[src/rtl/fwd_pkg.sv]
// Shared definitions for the forwarder round-robin arbiter.
//   fwd_state_e        : arbiter FSM state encoding
//   FWD_N_SRC_DEF      : default number of packet buffers
//   FWD_ADDR_WIDTH_DEF : default buffer word-address width
package fwd_pkg;

   typedef enum logic [1:0] {
      ST_IDLE    = 2'd0,
      ST_READ    = 2'd1,
      ST_DRAIN   = 2'd2,
      ST_RELEASE = 2'd3
   } fwd_state_e;

   localparam int unsigned FWD_N_SRC_DEF      = 3;
   localparam int unsigned FWD_ADDR_WIDTH_DEF = 10;

endpackage

[src/rtl/fwd_rr_pick.sv]
// Combinational rotate-priority picker.
// Scans rdy_i starting at ptr_i+1 (mod N_SRC) and grants the first set bit.
// Ports:
//   rdy_i  in  N_SRC   request vector
//   ptr_i  in  PW      index of the last granted source
//   gnt_o  out N_SRC   one-hot grant (zero when nothing requested)
//   vld_o  out 1       a grant was made
module fwd_rr_pick
   import fwd_pkg::*;
#(
   parameter int unsigned N_SRC = FWD_N_SRC_DEF,
   parameter int unsigned PW    = $clog2(N_SRC)
) (
   input  logic [N_SRC-1:0] rdy_i,
   input  logic [PW-1:0]    ptr_i,
   output logic [N_SRC-1:0] gnt_o,
   output logic             vld_o
);

   logic [31:0] idx;

   always_comb begin
      gnt_o = '0;
      vld_o = 1'b0;
      idx   = '0;
      for (int unsigned k = 1; k <= N_SRC; k++) begin
         idx = (32'(ptr_i) + k) % N_SRC;
         if (!vld_o && rdy_i[idx[PW-1:0]]) begin
            gnt_o[idx[PW-1:0]] = 1'b1;
            vld_o              = 1'b1;
         end
      end
   end

endmodule

[src/rtl/forwarder_rr_arbiter.sv]
// Round-robin arbiter and word streamer sitting in front of the forwarder's
// one-hot data muxes. Grants one finished packet buffer at a time, reads it
// out word by word (1-cycle buffer latency) and releases it with src_done.
// Ports:
//   clk, rst_n  clock, asynchronous active-low reset
//   src_rdy     buffer i holds a complete packet
//   src_len     packet length per buffer, slice i = [i*(AW+1) +: AW+1]
//   src_done    one-cycle release pulse for the forwarded buffer
//   sel         one-hot mux select, zero when idle
//   rd_en       read enable to the selected buffer
//   rd_addr     word address to the selected buffer
//   out_vld     output word valid
//   out_last    final word of the packet
//   out_rdy     downstream accept
//   pkt_count   forwarded packet counter (only with FWD_PKT_COUNT_EN)
// Build option: define FWD_PKT_COUNT_EN to add pkt_count.
//
// state   | meaning
// IDLE    | sel=0, pick next ready buffer, latch its length
// READ    | issue reads while the output register can take a word
// DRAIN   | all reads issued, wait for the last word to be accepted
// RELEASE | pulse src_done, move priority pointer, clear sel
module forwarder_rr_arbiter
   import fwd_pkg::*;
#(
   parameter int unsigned N_SRC      = FWD_N_SRC_DEF,
   parameter int unsigned ADDR_WIDTH = FWD_ADDR_WIDTH_DEF
) (
   input  logic                              clk,
   input  logic                              rst_n,
   input  logic [N_SRC-1:0]                  src_rdy,
   input  logic [N_SRC*(ADDR_WIDTH+1)-1:0]   src_len,
   output logic [N_SRC-1:0]                  src_done,
   output logic [N_SRC-1:0]                  sel,
   output logic                              rd_en,
   output logic [ADDR_WIDTH-1:0]             rd_addr,
   output logic                              out_vld,
   output logic                              out_last,
   input  logic                              out_rdy
`ifdef FWD_PKT_COUNT_EN
   ,
   output logic [31:0]                       pkt_count
`endif
);

   localparam int unsigned LW = ADDR_WIDTH + 1;
   localparam int unsigned PW = $clog2(N_SRC);
   localparam logic [LW-1:0] LEN_MAX = {1'b1, {ADDR_WIDTH{1'b0}}};

   fwd_state_e            state_q;
   logic [PW-1:0]         ptr_q;
   logic [N_SRC-1:0]      sel_q;
   logic [N_SRC-1:0]      done_q;
   logic [ADDR_WIDTH-1:0] rd_addr_q;
   logic [ADDR_WIDTH-1:0] last_addr_q;
   logic                  out_vld_q;
   logic                  out_last_q;

   logic [N_SRC-1:0]      pick_gnt;
   logic                  pick_vld;
   logic [LW-1:0]         len_raw;
   logic [LW-1:0]         len_clamp;
   logic [PW-1:0]         sel_idx;
   logic                  rd_en_c;
   logic                  accept;

   fwd_rr_pick #(.N_SRC(N_SRC), .PW(PW)) u_pick (
      .rdy_i (src_rdy),
      .ptr_i (ptr_q),
      .gnt_o (pick_gnt),
      .vld_o (pick_vld)
   );

   // Length of the buffer being granted; lengths beyond the address space
   // are clamped so the address counter can never run past the buffer.
   always_comb begin
      len_raw = '0;
      for (int i = 0; i < int'(N_SRC); i++) begin
         if (pick_gnt[i]) len_raw = len_raw | src_len[i*LW +: LW];
      end
      len_clamp = (len_raw > LEN_MAX) ? LEN_MAX : len_raw;
   end

   always_comb begin
      sel_idx = '0;
      for (int i = 0; i < int'(N_SRC); i++) begin
         if (sel_q[i]) sel_idx = PW'(i);
      end
   end

   // A read may be issued whenever the output register is empty or is
   // being emptied this cycle; the buffers hold their data otherwise.
   assign rd_en_c = (state_q == ST_READ) && (!out_vld_q || out_rdy);
   assign accept  = out_vld_q && out_rdy;

   always_ff @(posedge clk or negedge rst_n) begin
      if (!rst_n) begin
         state_q     <= ST_IDLE;
         ptr_q       <= PW'(N_SRC - 1);
         sel_q       <= '0;
         done_q      <= '0;
         rd_addr_q   <= '0;
         last_addr_q <= '0;
         out_vld_q   <= 1'b0;
         out_last_q  <= 1'b0;
      end else begin
         done_q <= '0;

         if (rd_en_c) begin
            out_vld_q  <= 1'b1;
            out_last_q <= (rd_addr_q == last_addr_q);
         end else if (out_rdy) begin
            out_vld_q  <= 1'b0;
            out_last_q <= 1'b0;
         end

         case (state_q)
            ST_IDLE: begin
               if (pick_vld) begin
                  sel_q       <= pick_gnt;
                  rd_addr_q   <= '0;
                  last_addr_q <= ADDR_WIDTH'(len_clamp - 1'b1);
                  if (len_clamp == '0) begin
                     done_q  <= pick_gnt;
                     state_q <= ST_RELEASE;
                  end else begin
                     state_q <= ST_READ;
                  end
               end
            end
            ST_READ: begin
               if (rd_en_c) begin
                  rd_addr_q <= rd_addr_q + 1'b1;
                  if (rd_addr_q == last_addr_q) state_q <= ST_DRAIN;
               end
            end
            ST_DRAIN: begin
               if (accept && out_last_q) begin
                  done_q  <= sel_q;
                  state_q <= ST_RELEASE;
               end
            end
            ST_RELEASE: begin
               ptr_q     <= sel_idx;
               sel_q     <= '0;
               rd_addr_q <= '0;
               state_q   <= ST_IDLE;
            end
            default: state_q <= ST_IDLE;
         endcase
      end
   end

`ifdef FWD_PKT_COUNT_EN
   logic [31:0] pkt_cnt_q;

   always_ff @(posedge clk or negedge rst_n) begin
      if (!rst_n)                     pkt_cnt_q <= '0;
      else if (state_q == ST_RELEASE) pkt_cnt_q <= pkt_cnt_q + 32'd1;
   end

   assign pkt_count = pkt_cnt_q;
`endif

   assign sel      = sel_q;
   assign src_done = done_q;
   assign rd_en    = rd_en_c;
   assign rd_addr  = rd_addr_q;
   assign out_vld  = out_vld_q;
   assign out_last = out_last_q;

endmodule
[config.mk]
export PLATFORM = sky130hd
export DESIGN_NAME = forwarder_rr_arbiter
export DESIGN_NICKNAME = d
export VERILOG_FILES = /design/src/rtl/fwd_pkg.sv /design/src/rtl/fwd_rr_pick.sv /design/src/rtl/forwarder_rr_arbiter.sv
export SDC_FILE = /design/constraint.sdc
export NUM_CORES = 1
export LEC_CHECK = 0
export CAP_MARGIN = 20
export CORE_ASPECT_RATIO = 1.4
export CORE_MARGIN = 4
export CORE_UTILIZATION = 38
export DETAILED_ROUTE_END_ITERATION = 8
export SYNTH_ARGS = -nofsm -noshare
export SYNTH_HDL_FRONTEND = slang
export SYNTH_SLANG_ARGS = --single-unit
[constraint.sdc]
create_clock -name clk -period 5 [get_ports clk]
set_clock_uncertainty 0.1 [all_clocks]
set_input_delay 0.75 -clock clk [delete_from_list [all_inputs] [get_ports clk]]
set_output_delay 0.75 -clock clk [all_outputs]
set_load 0.1 [all_outputs]
==> summary.txt, run 1 <==
Die
  • Initial Utilization: 38.72%
  • I/O pins: 58
  • Core Region: 0.006569 sq mm
  • Die X: 77.15 um
  • Std cell rows: 35
  • Die H: 104.8 um
  • Die area: 0.008085 sq mm

Logic synthesis
  • Cell count after synthesis: 282
  • Area leader, netlist: dfrtp_1
  • Top_reg_cell synth: dfrtp_1
  • Syn Nets: 332
  • Synth top cells by count: dfrtp_1, nand2_1, nor2_1, o21ai_0
  • Largest cells by area after synthesis: dfrtp_1, ha_1, nand2_1
  • Fraction of registers with async set/reset: 100.0%
  • Syn. warnings: 0
  • Synthesized area: 0.002544 sq mm
  • Count of different cell masters after synthesis: 60
  • Number of synthesized flops with an enable pin: 0
  • Average cell area after synthesis: 9.020 sq um
  • Top cell type's share of synthesized area: 30.50%
  • Most common cell in the netlist: dfrtp_1
  • Yosys reg bits: 32
  • Sequential area share after synthesis: 31.53%

Global route
  • First-pass GRT wire length: 11690 um
  • Antenna violations before repair: 0
  • Largest net degree at the start of global routing: 33
  • Total GRT Usage: 17.92%
  • GRT overflow: 0
  • Vias in the first global route: 2395

Clock network
  • Root Driver: clkbuf_8
  • Hold buffers post-CTS: 0
  • Clock buffer count from CTS: 5
  • H-tree depth: 2
  • CTS Sinks: 32
  • CTS tree: built
  • Setup bufs post-CTS: 0
  • Clk buf depth: 2
  • Worst-path clk slew: 0.07 ns
  • CTS resizes: 0
  • Clk Latency, worst-skew pair: 0.28 ns

STA
  • Crit path time final: 3.941 ns
  • Setup TNS: 0 ns
  • WHS: 0.4011 ns
  • Actual slew at the worst max-slew pin: 0.9773 ns
  • Final Hold Vio Count: 0
  • RSZ-0062 raised after global routing: no
  • Tcrit/Tclk final: 78.82%
  • Max-slew violation count: 0
  • FMAX: 0.2537 GHz
  • Final count of negative-setup-slack endpoints: 0
  • Relative slew slack: 34.64%

Worst setup path
  • Crit path to: last_addr_q[4]
  • Req. time, crit path: 5.12 ns
  • CP max FO: 12
  • Worst reg-to-reg setup slack: 1.06 ns
  • Crit-path slowest cell: or4_1
  • Critical path, cell by cell: ha_1 > and2b_4 > or4_1 > a211oi_2 > or2_1 > a222oi_1 > nand2b_1 > ha_1 > nand4_1 > o21ai_1 > a211oi_1 > a21o_1
  • Critical Path Sink Type: flip-flop
  • FF-to-FF End: last_addr_q[4]
  • CP top delay family: simple AND/OR/NAND/NOR gates
  • CP bufs+invs: 0
  • Path depth of the worst reg2reg path: 12
  • CP most frequent cell: ha_1
  • CP startpoint: ptr_q[1]
  • CP Data Arrival Time: 4.06 ns
  • RR Startpoint: ptr_q[1]
  • Critical Path Source Type: flip-flop
  • CP peak stage delay: 0.58 ns
  • CP Depth: 12
  • Critical path class: flip-flop to flip-flop

Drt
  • Routed WL: 7032 um
  • Drt initial violations: 100
  • DRT Pass-1 Iters: 5
  • Vias: 2371
  • Post-DRT Antenna Nets: 0
  • DR vias/cell: 5.741
  • Number of remaining DRC errors: 0
  • WL/cell: 17.03 um

Power
  • Leakage power: 1.316 nW
  • Pint: 1.062 mW
  • Clock network power share: 11.1%
  • Switch share: 52.00%
  • Sequential share of power: 18.5%
  • Net Sw Power: 1.151 mW
  • Pwr dens: 680.2 mW/mm^2
  • Maximum VDD drop: 0.2859 mV
  • Combinational share of power: 70.4%

Placement
  • HPWL Detailed: 5761 um
  • Port bufs: 57
  • Routability cong.: 0.9284
  • Dpl cell area: 0.003142 sq mm
  • DP Cell Count: 405

Finish
  • Final nets: 388
  • Area Overhead vs Synth: 27.89%
  • # diodes: 0
  • Fin cells: 413
  • Design area: 0.003253 sq mm
  • Share of cells above drive strength 1: 8.260%

Outcome
  • Status: complete, no violations

Worst hold path
  • Hold crit path type: flip-flop to flip-flop

Run
  • Max-cap violations: 0
-- metrics by stage --
step	power (mW)	util, %	setup WS (ns)
5_1_grt	2.404	49.52	0.6944
3_3_place_gp	1.961	47.83	0.9086
4_1_cts	2.225	49.52	1.074
3_5_place_dp	1.971	47.83	0.8117
6_report	2.213	49.52	1.059
2_1_floorplan	1.663	-	1.703
-- area by class of cell --
cell class                 instances  area, sq um
clock inverter                     3        42.54
sequential                        32        802.0
inverter                          11        41.29
fill                             656         3316
multi-input combinational        229         1620
timing repair buffer              59        585.6
clock buffer                       5        68.82
tap                               74        92.59
-- layer usage --
metal  GRT usage (%)  vias to the layer above  wire length (um)
li1                -                     1171                 -
met1           20.12                     1098              2792
met2           32.94                       84              3698
met3           2.672                       18               298
met4           7.761                        0               242
met5               0                        -                 0
-- power groups by stage --
stage,Sequential (mW),Combinational (mW),Clock (mW)
2_1_floorplan,0.531,1.13,0
3_3_place_gp,0.415,1.55,0
3_5_place_dp,0.417,1.55,0
4_1_cts,0.413,1.56,0.251
5_1_grt,0.423,1.72,0.263
6_report,0.409,1.56,0.245
-- logic make-up (layout without fill, tap and decap cells) --
group / Yosys count / in the layout / synth area share, %
AND/OR/NAND/NOR: 108 / 108 / 23.31
XOR/XNOR: 19 / 19 / 6.542
adder cells (fa/ha/maj): 11 / 11 / 5.411
buffers and inverters: 21 / 78 / 4.771
flip-flops: 32 / 32 / 31.53
multiplexers: 8 / 8 / 3.443
AO/OA/AOI/OAI: 83 / 83 / 24.99
-- placed cells by master (no fill, tap or decap), types with 2 or more instances in the layout --
cell type        count
clkdlybuf4s50_1     57
dfrtp_1             31
nand2_1             28
o21ai_0             19
nor2_1              19
a21oi_1             12
xor2_1              12
inv_1               11
ha_1                11
nor4_1               9
a22o_1               8
nand2b_1             7
and3_1               7
nand4_1              7
xnor2_1              7
mux2i_1              5
a211oi_1             5
clkbuf_8             5
nand3b_1             4
a32o_1               4
a221oi_1             4
o21ai_1              4
or3_1                4
a222oi_1             3
nor3_1               3
nand3_1              3
a22oi_1              3
a21o_1               2
or2_1                2
and3b_1              2
o21a_1               2
nor2b_1              2
or4_1                2
a221oi_2             2
a221o_1              2
nor4_2               2
and2_1               2
mux2_2               2
buf_4                2
-- worst min-delay path, delay by kind of cell (launching register included) --
family	cells	cell delay, ns
AOI/OAI and AO/OA	1	0.06
and+or+nand+nor	1	0.05
DFF	1	0.36
-- sequential cells by signal, summed over array words and instances, names as in the netlist --
signal / count
out_last: 1
ptr_q: 2
rd_addr: 10
out_vld: 1
state_q: 2
last_addr_q: 10
sel: 3
src_done: 3
-- how the worst min path moves through the flow --
stage	cells past startpoint	end	startpoint
floorplan	0	last_addr_q[0]	rst_n
global placement	2	last_addr_q[1]	last_addr_q[1]
detailed placement	1	last_addr_q[4]	last_addr_q[4]
CTS	1	last_addr_q[4]	last_addr_q[4]
global route	1	last_addr_q[4]	last_addr_q[4]
finish	2	last_addr_q[1]	last_addr_q[1]
No activity file was read; power rests on OpenSTA's default activity.
==> inputs of run 2 (changes only) <==
- PLACE_DENSITY: unset -> 0.66
- clock period: 5 -> 3.2 ns (I/O delays scaled with it)
==> summary.txt, run 2 (same netlist as run 1, synthesis figures left out) <==
STA
  • RSZ-0062 raised after global routing: yes
  • WHS: 0.3951 ns
  • Actual slew at the worst max-slew pin: 0.5783 ns
  • Crit path time final: 3.211 ns
  • Final Hold Vio Count: 0
  • FMAX: 0.3114 GHz
  • Final count of negative-setup-slack endpoints: 2
  • Relative slew slack: 61.44%
  • Setup slack after layout: -0.01085 ns
  • Tcrit/Tclk final: 100.3%
  • Setup TNS: -0.01509 ns
  • Max-slew violation count: 0

Finish
  • Final nets: 434
  • Most common cell after layout, fill and taps aside: buf_4
  • Most frequent cells in the layout: buf_4, clkdlybuf4s50_1, dfrtp_1, nand2_1, o21ai_0
  • Share of cells above drive strength 1: 28.31%
  • # diodes: 0
  • Design area: 0.003694 sq mm
  • Area Overhead vs Synth: 45.20%
  • Fillcell total: 585

Power
  • Sequential share of power: 15.1%
  • Maximum VDD drop: 0.4823 mV
  • Pwr dens: 1150 mW/mm^2
  • Switch share: 48.18%
  • Leakage power: 1.592 nW
  • Net Sw Power: 2.046 mW
  • Combinational share of power: 77.9%
  • Pint: 2.201 mW
  • Clock network power share: 7.0%

Global route
  • GRT overflow: 0
  • Largest net degree at the start of global routing: 33
  • Vias in the first global route: 2509
  • Total GRT Usage: 17.30%
  • First-pass GRT wire length: 11450 um
  • Antenna violations before repair: 0

Clock network
  • Root Driver: clkbuf_8
  • Clock buffer count from CTS: 5
  • H-tree depth: 2
  • Worst-path clk slew: 0.07 ns
  • CTS tree: built
  • Clk buf depth: 2
  • CTS Sinks: 32
  • Clk Latency, worst-skew pair: 0.28 ns

Worst setup path
  • CP Data Arrival Time: 3.27 ns
  • RR Startpoint: ptr_q[1]
  • CP startpoint: ptr_q[1]
  • Critical Path Sink Type: flip-flop
  • Critical path class: flip-flop to flip-flop
  • Critical Path Source Type: flip-flop
  • Crit path to: last_addr_q[6]
  • FF-to-FF End: last_addr_q[6]
  • CP max FO: 5
  • Req. time, crit path: 3.26 ns
  • Worst reg-to-reg setup slack: -0.01 ns
  • Path depth of the worst reg2reg path: 14

Drt
  • DR vias/cell: 5.588
  • Vias: 2565
  • Drt initial violations: 102
  • DRT Pass-1 Iters: 4
  • Number of remaining DRC errors: 0
  • WL/cell: 16.05 um
  • Post-DRT Antenna Nets: 0
  • Routed WL: 7365 um

Outcome
  • Status: complete, but fails checks
  • Failing checks: setup timing

Die
  • Die X: 77.15 um
  • Core Region: 0.006569 sq mm
  • Std cell rows: 35
  • Die H: 104.8 um
  • I/O pins: 58
  • Die area: 0.008085 sq mm
  • Initial Utilization: 38.72%

Run
  • Max-cap violations: 0

Placement
  • Port bufs: 57
  • Routability cong.: 0.8905
  • HPWL Detailed: 5882 um
  • Dpl cell area: 0.003427 sq mm

Worst hold path
  • Hold crit path type: flip-flop to flip-flop
  • HP Start: last_addr_q[4]
run 2: power groups by stage:
| stage | clock network [mW] | registers [mW] | logic (mW) |
|---|---|---|---|
| final | 0.298 | 0.640 | 3.31 |
| after global routing | 0.319 | 0.660 | 3.55 |
| after CTS | 0.304 | 0.641 | 3.02 |
| after detailed placement | 0 | 0.645 | 2.91 |
| after global placement | 0 | 0.641 | 2.87 |
| after floorplan | 0 | 0.830 | 1.80 |
run 2: through the flow:
stage	power, mW	util (%)	worst slack (ns)	std cells
5_1_grt	4.529	56.23	-0.1725	459
4_1_cts	3.963	54.30	0.02649	455
3_3_place_gp	3.506	52.17	-0.1045	446
2_1_floorplan	2.627	-	-0.02880	282
6_report	4.247	56.23	-0.01085	459
3_5_place_dp	3.553	52.17	-0.1747	446
run 2: metal layers:
layer | share of wire [%] | track usage [%] | vias to the layer above
met2 | 54 | 32.82 | 81
met1 | 39 | 18.69 | 1201
met4 | 2.6 | 7.506 | 0
met5 | 0 | 0 | -
li1 | - | - | 1263
met3 | 3.8 | 2.328 | 20
run 2: worst min path at each step:
stage                           to  slack (ns)  cells after the start
floorplan           last_addr_q[0]        0.08                      0
global placement    last_addr_q[4]        0.38                      1
detailed placement  last_addr_q[4]        0.39                      1
CTS                 last_addr_q[4]        0.40                      1
global route        last_addr_q[4]        0.44                      1
finish              last_addr_q[4]        0.40                      1
run 2: final cells by class:
class	count	area, sq um	area share (%)
repair buffers	105	903.4	24.46
inverters	11	41.29	1.118
clock inverters	1	5.005	0.1355
flip-flops and latches	32	802.0	21.71
well taps	74	92.59	2.507
clock buffers	7	76.32	2.066
multi-input cells	229	1773	48.00
run 2: what timing repair did:
item                       4_1_cts  5_1_grt
buffers inserted                 1        4
resized for setup                9       19
hold endpoints to repair         0        0
hold buffers                     0        0
setup endpoints to repair        7        8
pin swaps                        1       14
run 2: critical path: stages (launching register included):
cell	delay [ns]
dfstp_2	0.59
ha_4	0.16
and2b_4	0.19
buf_6	0.11
o31ai_4	0.27
a211oi_2	0.11
or2_4	0.27
a222oi_1	0.37
nand2b_4	0.24
ha_4	0.16
inv_2	0.05
a31oi_4	0.14
mux2i_1	0.10
o21ai_1	0.14
o21ai_1	0.08
==> inputs of run 3 (changes only) <==
- ABC_AREA: unset -> 1
- CORE_ASPECT_RATIO: 1.4 -> unset
- CORE_MARGIN: 4 -> unset
==> summary.txt, run 3 <==
Worst setup path
  • Req. time, crit path: 3.32 ns
  • Critical path class: flip-flop to flip-flop
  • CP startpoint: ptr_q[0]
  • Critical Path Sink Type: flip-flop
  • RR Startpoint: ptr_q[0]
  • CP top delay family: simple AND/OR/NAND/NOR gates
  • CP Data Arrival Time: 3.16 ns
  • Crit-path slowest cell: dfrtp_2
  • Critical Path Source Type: flip-flop
  • Critical path, cell by cell: inv_4 > ha_4 > inv_6 > nand2_4 > nand3_1 > nand2_2 > nand4_1 > nand2_4 > buf_12 > nand2_1 > nand3_2 > inv_1 > nand3_1 > nor2_2 > nand2_1 > nand2_4 > nand2_4 > ha_4 > nand3_2 > inv_1 > nand3_2 > nor2_4 > nand2_1 > nand2_1
  • CP peak stage delay: 0.45 ns
  • CP bufs+invs: 5
  • CP max FO: 7

Logic synthesis
  • Yosys reg bits: 32
  • Top_reg_cell synth: dfrtp_1
  • Syn. warnings: 0
  • Top cell type's share of synthesized area: 30.77%
  • Synthesized area: 0.002521 sq mm
  • Most common cell in the netlist: nand2_1
  • Count of different cell masters after synthesis: 41
  • Cell count after synthesis: 376
  • Area leader, netlist: dfrtp_1
  • Number of synthesized flops with an enable pin: 0
  • Fraction of registers with async set/reset: 100.0%
  • Largest cells by area after synthesis: dfrtp_1, nand2_1, inv_1
  • Synth top cells by count: nand2_1, inv_1, nand3_1, dfrtp_1, nor2_1
  • Average cell area after synthesis: 6.705 sq um
  • Sequential area share after synthesis: 31.81%
  • Syn Nets: 426

Global route
  • Largest net degree at the start of global routing: 33
  • Vias in the first global route: 2353
  • First-pass GRT wire length: 10160 um
  • GRT overflow: 0
  • Antenna violations before repair: 0
  • Total GRT Usage: 17.75%

Clock network
  • CTS Sinks: 32
  • Worst-path clk slew: 0.06 ns
  • Clk Latency, worst-skew pair: 0.29 ns
  • Clock buffer count from CTS: 5
  • Clk buf depth: 2
  • Root Driver: clkbuf_8
  • Hold buffers post-CTS: 0
  • H-tree depth: 2
  • CTS tree: built

Drt
  • DRT Pass-1 Iters: 4
  • Number of remaining DRC errors: 0
  • DR vias/cell: 4.933
  • Vias: 2639
  • Drt initial violations: 125
  • Post-DRT Antenna Nets: 0
  • Routed WL: 6469 um
  • WL/cell: 12.09 um

Placement
  • Routability cong.: 0.8915
  • Port bufs: 57
  • HPWL Detailed: 4839 um

STA
  • Final Hold Vio Count: 0
  • Setup TNS: 0 ns
  • Actual slew at the worst max-slew pin: 0.4389 ns
  • Tcrit/Tclk final: 95.12%
  • FMAX: 0.3285 GHz
  • Crit path time final: 3.044 ns
  • Final count of negative-setup-slack endpoints: 0
  • Max-slew violation count: 0
  • Relative slew slack: 70.60%

Die
  • Die H: 83.46 um
  • I/O pins: 58
  • Die area: 0.006965 sq mm
  • Die X: 83.46 um
  • Initial Utilization: 39.48%
  • Std cell rows: 29
  • Core Region: 0.006386 sq mm

Finish
  • Area of the multi-input gates: 0.001678 sq mm
  • Fillcell total: 629
  • Final core utilization: 56.84%
  • Area Overhead vs Synth: 43.97%
  • Final nets: 507
  • Register area: 803.3 sq um
  • Most common cell after layout, fill and taps aside: nand2_1
  • Share of cells above drive strength 1: 24.45%
  • Most frequent cells in the layout: nand2_1, inv_1, clkdlybuf4s50_1, buf_4, nand3_1
  • # diodes: 0

Worst hold path
  • HP Start: last_addr_q[6]
  • Hold crit path type: flip-flop to flip-flop

Outcome
  • Status: complete, no violations

Run
  • Max-cap violations: 0
-- run 3: repair_timing --
item,CTS,global route
gates cloned,0,1
resized for setup,1,60
setup endpoints to repair,1,14
buffers inserted,0,9
pin swaps,0,20
-- run 3: worst paths after layout --
kind / to / slack, ns / depth (start not counted)
max: src_done[0] / 0.16 / 24
min: last_addr_q[6] / 0.40 / 2
max reg2reg: src_done[0] / 0.16 / 24
min reg2reg: last_addr_q[6] / 0.40 / 2
max in group asynchronous: ptr_q[1] / 2.19 / 2
min in group asynchronous: rd_addr[2] / 0.49 / 2
-- run 3: logic make-up (layout without fill, tap and decap cells) --
kind of cell	count (synthesis)	after routing	synth area share [%]
compound gates	47	47	11.07
flops	32	32	31.81
xor+xnor	6	6	2.084
fa+ha+maj	11	11	5.459
buf+inv	62	143	10.12
simple gates	218	219	39.45
-- run 3: metrics by stage --
stage	setup slack [ns]	instance area, sq um	hold slack, ns	instances
2_1_floorplan	0.1264	2521	0.08441	376
3_3_place_gp	-0.04390	3189	0.3870	517
3_5_place_dp	-0.09284	3189	0.3963	517
4_1_cts	0.01556	3321	0.4137	525
5_1_grt	-0.06274	3630	0.4389	535
6_report	0.1561	3630	0.4048	535
-- run 3: worst min-delay path: cells and delay by family, from the launching register on --
kind             cells  cell delay (ns)
and+or+nand+nor      2             0.11
DFF                  1             0.36
-- run 3: per-layer routing --
layer	global-route usage, %	vias to the layer above	part of all wire, %
met5	0	-	0
met4	6.009	0	2.4
met3	3.066	14	5.1
met2	29.51	92	47
met1	23.39	1163	45
li1	-	1370	-
-- run 3: cell type report --
cell class / instances / share of cell area, %
well taps: 77 / 2.654
inverters: 57 / 6.101
clock buffers: 7 / 2.654
flip-flops and latches: 32 / 22.13
multi-input cells: 283 / 46.23
repair buffers: 78 / 19.41
clock inverters: 1 / 0.8273
Power of run 3 is left out: the tool's default activity adds up to more than one toggle a clock period on the data nets, which glitch-free logic cannot reach.
